<file path="src/rtl/imm_gen_pkg.sv">
// Shared types and helpers for the pipelined immediate generator.
// Helpers build at the widest supported XLEN; callers truncate to their own XLEN.
package imm_gen_pkg;

  localparam int unsigned XLEN_MAX = 64;

  typedef enum logic [3:0] {
    SEL_NONE   = 4'd0,
    SEL_I      = 4'd1,
    SEL_S      = 4'd2,
    SEL_B      = 4'd3,
    SEL_J      = 4'd4,
    SEL_U      = 4'd5,
    SEL_SHAMT  = 4'd6,
    SEL_ZIMM   = 4'd7,
    SEL_CI     = 4'd8,
    SEL_CJ     = 4'd9,
    SEL_CB     = 4'd10,
    SEL_RSV11  = 4'd11,
    SEL_RSV12  = 4'd12,
    SEL_RSV13  = 4'd13,
    SEL_RSV14  = 4'd14,
    SEL_RSV15  = 4'd15
  } imm_sel_t;

  // Field occupies v[w-1:0]; left-justify then arithmetic-shift back down.
  function automatic logic [XLEN_MAX-1:0] sext(input logic [31:0] v, input int unsigned w);
    logic signed [XLEN_MAX-1:0] t;
    t = $signed({v, 32'b0} << (32 - w));
    return $unsigned(t >>> (XLEN_MAX - w));
  endfunction

  function automatic logic [XLEN_MAX-1:0] zext(input logic [31:0] v, input int unsigned w);
    logic [XLEN_MAX-1:0] mask;
    mask = (64'd1 << w) - 64'd1;
    return {32'b0, v} & mask;
  endfunction

endpackage

</file>
<file path="src/rtl/imm_gen_pipe_if.sv">
// Handshake bus for imm_gen_pipe: input beat (instr/sel/tag) and output beat (imm/tag).
interface imm_gen_pipe_if #(
  parameter int unsigned XLEN  = 32,
  parameter int unsigned TAG_W = 8
);
  logic             in_valid;
  logic             in_ready;
  logic [31:0]      in_instr;
  logic [3:0]       in_sel;
  logic [TAG_W-1:0] in_tag;
  logic             out_valid;
  logic             out_ready;
  logic [XLEN-1:0]  out_imm;
  logic [TAG_W-1:0] out_tag;

  modport master (
    output in_valid, in_instr, in_sel, in_tag, out_ready,
    input  in_ready, out_valid, out_imm, out_tag
  );

  modport slave (
    input  in_valid, in_instr, in_sel, in_tag, out_ready,
    output in_ready, out_valid, out_imm, out_tag
  );
endinterface

</file>
<file path="src/rtl/imm_gen_core.sv">
// Combinational instruction/format-select to XLEN immediate decoder.
// Compressed formats (selects 8-10) exist only when IMM_GEN_PIPE_RVC_EN is defined.
module imm_gen_core
  import imm_gen_pkg::*;
#(
  parameter int unsigned XLEN = 32
) (
  input  logic [31:0]     instr,
  input  imm_sel_t        sel,
  output logic [XLEN-1:0] imm
);

  always_comb begin
    imm = '0;
    case (sel)
      SEL_I:     imm = XLEN'(sext({20'b0, instr[31:20]}, 12));
      SEL_S:     imm = XLEN'(sext({20'b0, instr[31:25], instr[11:7]}, 12));
      SEL_B:     imm = XLEN'(sext({19'b0, instr[31], instr[7], instr[30:25],
                                   instr[11:8], 1'b0}, 13));
      SEL_J:     imm = XLEN'(sext({11'b0, instr[31], instr[19:12], instr[20],
                                   instr[30:21], 1'b0}, 21));
      SEL_U:     imm = XLEN'(sext({instr[31:12], 12'b0}, 32));
      SEL_SHAMT: imm = (XLEN == 64) ? XLEN'(zext({26'b0, instr[25:20]}, 6))
                                    : XLEN'(zext({27'b0, instr[24:20]}, 5));
      SEL_ZIMM:  imm = XLEN'(zext({27'b0, instr[19:15]}, 5));
`ifdef IMM_GEN_PIPE_RVC_EN
      SEL_CI:    imm = XLEN'(sext({26'b0, instr[12], instr[6:2]}, 6));
      SEL_CJ:    imm = XLEN'(sext({20'b0, instr[12], instr[8], instr[10:9], instr[6],
                                   instr[7], instr[2], instr[11], instr[5:3], 1'b0}, 12));
      SEL_CB:    imm = XLEN'(sext({23'b0, instr[12], instr[6:5], instr[2],
                                   instr[11:10], instr[4:3], 1'b0}, 9));
`endif
      default:   imm = '0;
    endcase
  end

`ifndef IMM_GEN_PIPE_RVC_EN
  // Opcode bits feed no 32-bit format; only the RVC decode reads them.
  logic unused_opcode;
  assign unused_opcode = ^instr[6:0];
`endif

endmodule

</file>
<file path="src/rtl/imm_gen_pipe.sv">
// Pipelined immediate generator: latency-1 output register plus a one-entry skid
// so in_ready is a pure flop. Optional RVC decode: define IMM_GEN_PIPE_RVC_EN.
module imm_gen_pipe
  import imm_gen_pkg::*;
#(
  parameter int unsigned XLEN  = 32,
  parameter int unsigned TAG_W = 8
) (
  input  logic            clk,
  input  logic            rst_n,
  input  logic            flush,
  imm_gen_pipe_if.slave   bus
);

  logic [XLEN-1:0]  gen_imm;

  logic             out_valid_q, out_valid_d;
  logic [XLEN-1:0]  out_imm_q,   out_imm_d;
  logic [TAG_W-1:0] out_tag_q,   out_tag_d;
  logic             skid_valid_q, skid_valid_d;
  logic [XLEN-1:0]  skid_imm_q,   skid_imm_d;
  logic [TAG_W-1:0] skid_tag_q,   skid_tag_d;

  logic accept;
  logic xfer;

  imm_gen_core #(.XLEN(XLEN)) u_core (
    .instr (bus.in_instr),
    .sel   (imm_sel_t'(bus.in_sel)),
    .imm   (gen_imm)
  );

  assign accept = bus.in_valid && !skid_valid_q;
  assign xfer   = out_valid_q && bus.out_ready;

  always_comb begin
    out_valid_d  = out_valid_q;
    out_imm_d    = out_imm_q;
    out_tag_d    = out_tag_q;
    skid_valid_d = skid_valid_q;
    skid_imm_d   = skid_imm_q;
    skid_tag_d   = skid_tag_q;
    if (flush) begin
      out_valid_d  = 1'b0;
      skid_valid_d = 1'b0;
    end else if (!out_valid_q || xfer) begin
      if (skid_valid_q) begin
        out_valid_d  = 1'b1;
        out_imm_d    = skid_imm_q;
        out_tag_d    = skid_tag_q;
        // accept is always 0 here while in_ready tracks !skid_valid; kept for FIFO safety.
        skid_valid_d = accept;
        if (accept) begin
          skid_imm_d = gen_imm;
          skid_tag_d = bus.in_tag;
        end
      end else begin
        out_valid_d = accept;
        if (accept) begin
          out_imm_d = gen_imm;
          out_tag_d = bus.in_tag;
        end
      end
    end else if (accept) begin
      skid_valid_d = 1'b1;
      skid_imm_d   = gen_imm;
      skid_tag_d   = bus.in_tag;
    end
  end

  always_ff @(posedge clk or negedge rst_n) begin
    if (!rst_n) begin
      out_valid_q  <= 1'b0;
      out_imm_q    <= '0;
      out_tag_q    <= '0;
      skid_valid_q <= 1'b0;
      skid_imm_q   <= '0;
      skid_tag_q   <= '0;
    end else begin
      out_valid_q  <= out_valid_d;
      out_imm_q    <= out_imm_d;
      out_tag_q    <= out_tag_d;
      skid_valid_q <= skid_valid_d;
      skid_imm_q   <= skid_imm_d;
      skid_tag_q   <= skid_tag_d;
    end
  end

  assign bus.in_ready  = !skid_valid_q;
  assign bus.out_valid = out_valid_q;
  assign bus.out_imm   = out_imm_q;
  assign bus.out_tag   = out_tag_q;

endmodule
</file>
<file path="src/flat_wrapper.sv">
// flat-port wrapper written by rule: the top's interface ports become plain ports
module imm_gen_pipe_flat import imm_gen_pkg::*;
#(
  parameter int unsigned XLEN  = 32,
  parameter int unsigned TAG_W = 8
)
  (clk, rst_n, flush, bus_in_valid, bus_in_instr, bus_in_sel, bus_in_tag, bus_out_ready, bus_in_ready, bus_out_valid, bus_out_imm, bus_out_tag);
  imm_gen_pipe_if #(.XLEN(XLEN), .TAG_W(TAG_W)) bus_i ();
  input  logic clk;
  input  logic rst_n;
  input  logic flush;
  input wire logic [$bits(bus_i.in_valid)-1:0] bus_in_valid;
  input wire logic [$bits(bus_i.in_instr)-1:0] bus_in_instr;
  input wire logic [$bits(bus_i.in_sel)-1:0] bus_in_sel;
  input wire logic [$bits(bus_i.in_tag)-1:0] bus_in_tag;
  input wire logic [$bits(bus_i.out_ready)-1:0] bus_out_ready;
  output wire logic [$bits(bus_i.in_ready)-1:0] bus_in_ready;
  output wire logic [$bits(bus_i.out_valid)-1:0] bus_out_valid;
  output wire logic [$bits(bus_i.out_imm)-1:0] bus_out_imm;
  output wire logic [$bits(bus_i.out_tag)-1:0] bus_out_tag;
  assign bus_i.in_valid = bus_in_valid;
  assign bus_i.in_instr = bus_in_instr;
  assign bus_i.in_sel = bus_in_sel;
  assign bus_i.in_tag = bus_in_tag;
  assign bus_i.out_ready = bus_out_ready;
  assign bus_in_ready = bus_i.in_ready;
  assign bus_out_valid = bus_i.out_valid;
  assign bus_out_imm = bus_i.out_imm;
  assign bus_out_tag = bus_i.out_tag;
  imm_gen_pipe #(.XLEN(XLEN), .TAG_W(TAG_W)) u_core (.clk(clk), .rst_n(rst_n), .flush(flush), .bus(bus_i));
endmodule
</file>
<file path="config.mk">
export PLATFORM = sky130hd
export DESIGN_NAME = imm_gen_pipe_flat
export DESIGN_NICKNAME = d
export VERILOG_FILES = /design/src/rtl/imm_gen_pkg.sv /design/src/rtl/imm_gen_pipe_if.sv /design/src/rtl/imm_gen_core.sv /design/src/rtl/imm_gen_pipe.sv /design/src/flat_wrapper.sv
export SDC_FILE = /design/constraint.sdc
export NUM_CORES = 1
export LEC_CHECK = 0
export BUFFER_PORTS_ARGS = -buffer_cell sky130_fd_sc_hd__buf_2
export CAP_MARGIN = 20
export CORE_MARGIN = 3
export CORE_UTILIZATION = 56
export CTS_BUF_LIST = sky130_fd_sc_hd__clkbuf_4 sky130_fd_sc_hd__clkbuf_8
export CTS_CLUSTER_SIZE = 10
export DETAILED_ROUTE_END_ITERATION = 12
export GPL_ROUTABILITY_DRIVEN = 0
export HOLD_SLACK_MARGIN = 0.08
export PLACE_DENSITY = 0.82
export SKIP_LAST_GASP = 1
export SLEW_MARGIN = 15
export SYNTH_ARGS = -nofsm -noshare
export SYNTH_HDL_FRONTEND = slang
export SYNTH_SLANG_ARGS = --single-unit
</file>
<file path="constraint.sdc">
create_clock -name clk -period 1.7 [get_ports clk]
set_input_delay 0.085 -clock clk [delete_from_list [all_inputs] [get_ports clk]]
set_output_delay 0.085 -clock clk [all_outputs]
set_load 0.02 [all_outputs]
</file>
Yosys cells after proc, flatten, opt, wreduce, memory -nomap -nowiden
Index checks and enable logic that the tools add are counted.
- logic and storage cells: 43
- input bits: 49
- flip-flop bits (word level): 82
- reductions and logical operators: 10
- multiplexer cells: 18
- bitwise gates (word level): 1
- equality and inequality tests: 8
- operator list (cell ; number):
    $pmux 32 s7 ; 1
    $mux 32 ; 5
    $mux 8 ; 5
    $eq 4x3->1 const B ; 4
    $eq 4x2->1 const B ; 2
    $mux 1 ; 7
    $eq 4x1->1 const B ; 1
    $reduce_bool 2->1 ; 2
    $reduce_and 3->1 ; 1
    $reduce_bool 3->1 ; 1
    $logic_and 1x1->1 ; 2
    $logic_not 1->1 ; 2
    $ne 2x1->1 const B ; 1
    $reduce_and 2->1 ; 1
    $logic_or 1x1->1 ; 1
    $not 1->1 ; 1

Logic depth before layout (Yosys ltp)
- depth after elaboration: 5
- depth in mapped cells: 7

By module
Synthesis repeated with hierarchy kept, for this count alone.
- cells, all modules: 287
- area total of the unflattened synthesis: 4150.2 um^2
- by module, submodules not included (module ; seq. area each (um^2) ; times used ; cells an instance ; area an instance (um^2)):
    imm_gen_pipe ; 2052.0 ; 1 ; 223 ; 3641.0
    imm_gen_core ; 0.0 ; 1 ; 64 ; 509.2

Worst setup path after synthesis
Ideal clock, no wire load.
- path type: reg-to-reg
- start: register u_core.out_valid_q, in the netlist u_core.bus.out_valid
- end: register u_core.out_imm_q[5], in the netlist u_core.bus.out_imm[5]
- cell stages (with the launch flop): 7
- path slack: 141 ps
- arrival: 1436 ps
- clock period less this slack: 1559 ps
- setup time: 122 ps
- cells stage by stage: dfrtp_1 -> nor2b_1 -> or3_1 -> buf_2 -> clkbuf_1 -> a21oi_1 -> a21oi_1
- longest elaborated chain between the ends: 3
- elaborated cells on any way between the ends: 4
- RTL lines (what ; line ; text):
    start, declared ; imm_gen_pipe.sv:17 ; logic out_valid_q, out_valid_d;
    start signal, assigned ; imm_gen_pipe.sv:80 ; out_valid_q <= out_valid_d;
    $logic_not 1->1 / $logic_and 1x1->1 (equally long branches) ; imm_gen_pipe.sv:46, imm_gen_pipe.sv:34 ;
    $logic_or 1x1->1 * ; imm_gen_pipe.sv:46 ; end else if (!out_valid_q || xfer) begin
    $reduce_and 3->1 (no line) * ; n/a ;
    end signal, assigned ; imm_gen_pipe.sv:81 ; out_imm_q <= out_imm_d;
    end, declared ; imm_gen_pipe.sv:18 ; logic [XLEN-1:0] out_imm_q, out_imm_d;
Every way passes the cells marked *; elsewhere a longest branch is shown, timed or not.
A chain may end at the register's enable or synchronous reset.

Worst setup path after layout
- start: register u_core.out_valid_q, in the netlist u_core.bus.out_valid
- end: register u_core.out_imm_q[23], in the netlist u_core.bus.out_imm[23]
Same word-level chain as after synthesis.

==> metrics.txt <==
outcome=complete, no violations; detailed-route wire length per cell=16.4 microns; total clock sinks=82; depth of the CTS H-tree=3; worst clock skew=0.00943 ns; fraction of layout instances using a drive strength above 1=0.255; number of input and output port buffers inserted=83; worst voltage drop across the vdd grid=0.000541 V; main flop type after synthesis=sky130_fd_sc_hd__dfrtp_1; combined buffer and inverter count along the critical path=1; number of buffers created by CTS=9; number of antenna violations at the first check in global routing=0; buffer type at the clock tree root=sky130_fd_sc_hd__clkbuf_8; number of synthesized flops with an enable pin=0; pin count of the biggest net entering global routing=65; flops & latches, synth=82; number of rows created at floorplan=30; fraction of registers with async set or reset after synthesis=1.00; Post-Place Cells=604; setup ws final=0.144 ns; Max-Cap Viols=0; most numerous cell on the critical path=sky130_fd_sc_hd__a21oi_1; Pleak=2.28 nW; average footprint of a synthesized cell=9.21 sq um; first-pass GRT wire length=17,600 microns; number of distinct library cell variants in the gate-level netlist after synthesis=40; crit path capture type=flop; Gate Count Post-Synth=447; peak fanout along the critical path=19; count of antenna-violating nets left after detailed routing=0; post-route fraction of the period consumed by the critical path=0.916; Setup WS pre-CTS=0.191 ns; detailed placer's ending HPWL=7000 microns; worst path cell trace=nor2b_1 -> or3_1 -> buf_4 -> a21oi_1 -> a21oi_1; Top Ports=91; critical path data required time=~1.9 ns; remaining max-slew budget at the tightest pin=0.721; DRC errors left=0; number of warnings printed during yosys synthesis=0; final setup violation count=0; total number of nets in the final design=590; sequential share of the synthesized area=0.498; die height=slightly above 90 microns; non-filler instance count after layout=641; count of endpoints failing hold in the final timing report=0; actual transition at the worst max-transition pin=between 0.4 and 0.5 ns; floorplan die width=91.8 microns; startpoint kind of the worst setup timing path=flop; final routed wirelength across all metal layers=10,500 microns; ANT cells=0; slack of the worst reg-to-reg path=0.14 ns; clock latency reported for the late side of the worst-skew pair=0.35 ns; total routing resource utilization after global routing=0.257; longest individual stage delay on the worst path=0.39 ns; effective utilization at floorplan=0.593; clock-pin transition on the worst setup and hold timing paths=around 0.070 ns; remaining global-route overflow=0; sum of negative setup slack=0 ns; area growth from synthesis to final layout=22.9%; overall die area=roughly 0.0084 sq mm; CTS tree=done; total via count after detailed routing=about 3,700; starting DRC count in detailed routing=277; class of the most critical setup path=flop to flop; Critical-path top delay cell=sky130_fd_sc_hd__dfrtp_1; maximum buffer depth of the clock tree=2; area of the placeable core=0.00694 sq mm; Worst EP arrival=around 1.8 ns; final core area utilization=0.729; family of cells with the greatest summed delay on the critical path=simple AND/OR/NAND/NOR gates; Min Clock Period, post-route=1.56 ns; HP Class=input pin to flop; peak clock frequency supported by timing=approximately 640 MHz; mapped cell area=between 0.004 and 0.005 sq mm; power density over the cells=976 mW/mm^2; via density per instance=5.81; number of detailed-routing iterations run before antenna repair=5; number of nets in the synthesized netlist=496; via count of the first global-routing pass=about 3,600; setup repair after global routing missed its margin=no; final count of pins violating max slew=0
cells in the mapped netlist (10+ instances only):
library cell,count,share of area
sky130_fd_sc_hd__nand3b_1,14,0.026
sky130_fd_sc_hd__o21ai_1,25,0.030
sky130_fd_sc_hd__nand2_1,60,0.055
sky130_fd_sc_hd__nand2b_1,10,0.015
sky130_fd_sc_hd__o21ai_0,41,0.050
sky130_fd_sc_hd__clkbuf_1,19,0.017
sky130_fd_sc_hd__a21boi_0,11,0.020
sky130_fd_sc_hd__nor2_1,28,0.026
sky130_fd_sc_hd__a21oi_1,44,0.053
sky130_fd_sc_hd__a211oi_1,12,0.022
sky130_fd_sc_hd__buf_2,13,0.016
sky130_fd_sc_hd__dfrtp_1,82,0.50
sky130_fd_sc_hd__nand3_1,12,0.015
flip-flops by register name, summed over array words and instances (netlist names):
signal,flops
u_core.bus.out_tag,8
u_core.bus.out_valid,1
u_core.skid_tag_q,8
u_core.bus.out_imm,32
u_core.skid_imm_q,32
u_core.skid_valid_q,1
placed cells by master (no fill, tap or decap), drive strengths merged:
| master | instances |
|---|---|
| mux2i | 9 |
| nor2b | 1 |
| nand2 | 60 |
| bufinv | 1 |
| clkbuf | 11 |
| dlygate4sd3 | 20 |
| dfrtp | 82 |
| buf | 103 |
| a211o | 8 |
| or3b | 3 |
| a41oi | 1 |
| a21oi | 46 |
| nand2b | 10 |
| or2b | 1 |
| o21ai | 67 |
| a21o | 8 |
| and2 | 2 |
| nand3 | 12 |
| a211oi | 13 |
| clkinv | 2 |
| o21bai | 2 |
| a21boi | 12 |
| mux2 | 8 |
| nor4b | 1 |
| or3 | 1 |
| inv | 2 |
| nor3 | 5 |
| nor2 | 28 |
| clkinvlp | 2 |
| and2b | 1 |
| a31oi | 9 |
| nand3b | 14 |
cells by family (layout without fill, tap and decap cells):
logic type,after synthesis,count (layout),share of synthesized area
flip-flops,82,82,0.498
AO/OA/AOI/OAI,166,166,0.245
AND/OR/NAND/NOR,139,139,0.161
multiplexers,17,17,0.0438
buffers and inverters,43,141,0.0517
through the flow:
stage	total power [mW]	instance area, sq um	hold slack, ns
detailed placement	3.49	4640	-0.000855
finish	4.94	5060	0.0981
CTS	4.96	5060	0.0827
global placement	3.44	4640	-0.00143
global route	5.19	5060	0.0818
floorplan	3.08	4120	-0.211
final cells by class:
cell class | instances | area, sq um
sequential | 82 | 2050
fill | 497 | 1880
multi-input combinational | 322 | 1860
timing repair buffer | 123 | 806
clock buffer | 11 | 151
tap | 96 | 120
clock inverter | 4 | 51.3
inverter | 3 | 15.0
worst register-to-register path: stages (launching register included):
cell	delay [ns]
sky130_fd_sc_hd__dfrtp_1	0.39
sky130_fd_sc_hd__nor2b_1	0.17
sky130_fd_sc_hd__or3_1	0.38
sky130_fd_sc_hd__buf_4	0.22
sky130_fd_sc_hd__a21oi_1	0.18
sky130_fd_sc_hd__a21oi_1	0.10
path summary, 6_finish.rpt:
kind / startpoint / endpoint / cells after the start
max reg2reg: u_core.bus.out_valid / u_core.bus.out_imm[23] / 5
max: u_core.bus.out_valid / u_core.bus.out_imm[23] / 5
max in group asynchronous: rst_n / u_core.skid_imm_q[23] / 3
min reg2reg: u_core.skid_imm_q[14] / u_core.skid_imm_q[14] / 1
min: bus_in_valid / u_core.skid_valid_q / 3
min in group asynchronous: rst_n / u_core.skid_tag_q[4] / 2
power by group:
group          switching [mW]  internal, mW
Clock                   0.692         0.751
Sequential              0.152          2.25
Combinational           0.661         0.436
Total                    1.51          3.43
routing by layer:
layer  vias to the layer above  track usage  routed length, microns
li1                       1750            -                       -
met1                      1810        0.351                    4590
met2                       143        0.410                    5010
met3                        19       0.0558                     665
met4                         0       0.0866                     211
met5                         -            0                       0
timing repair:
action                                  in CTS  in global routing
hold endpoints to repair                   113                  0
gates resized for setup                      1                  0
endpoints found under the setup margin       1                  0
hold buffers                                20                  0
setup buffers                                2                  0
No activity file was read; power rests on OpenSTA's default activity.
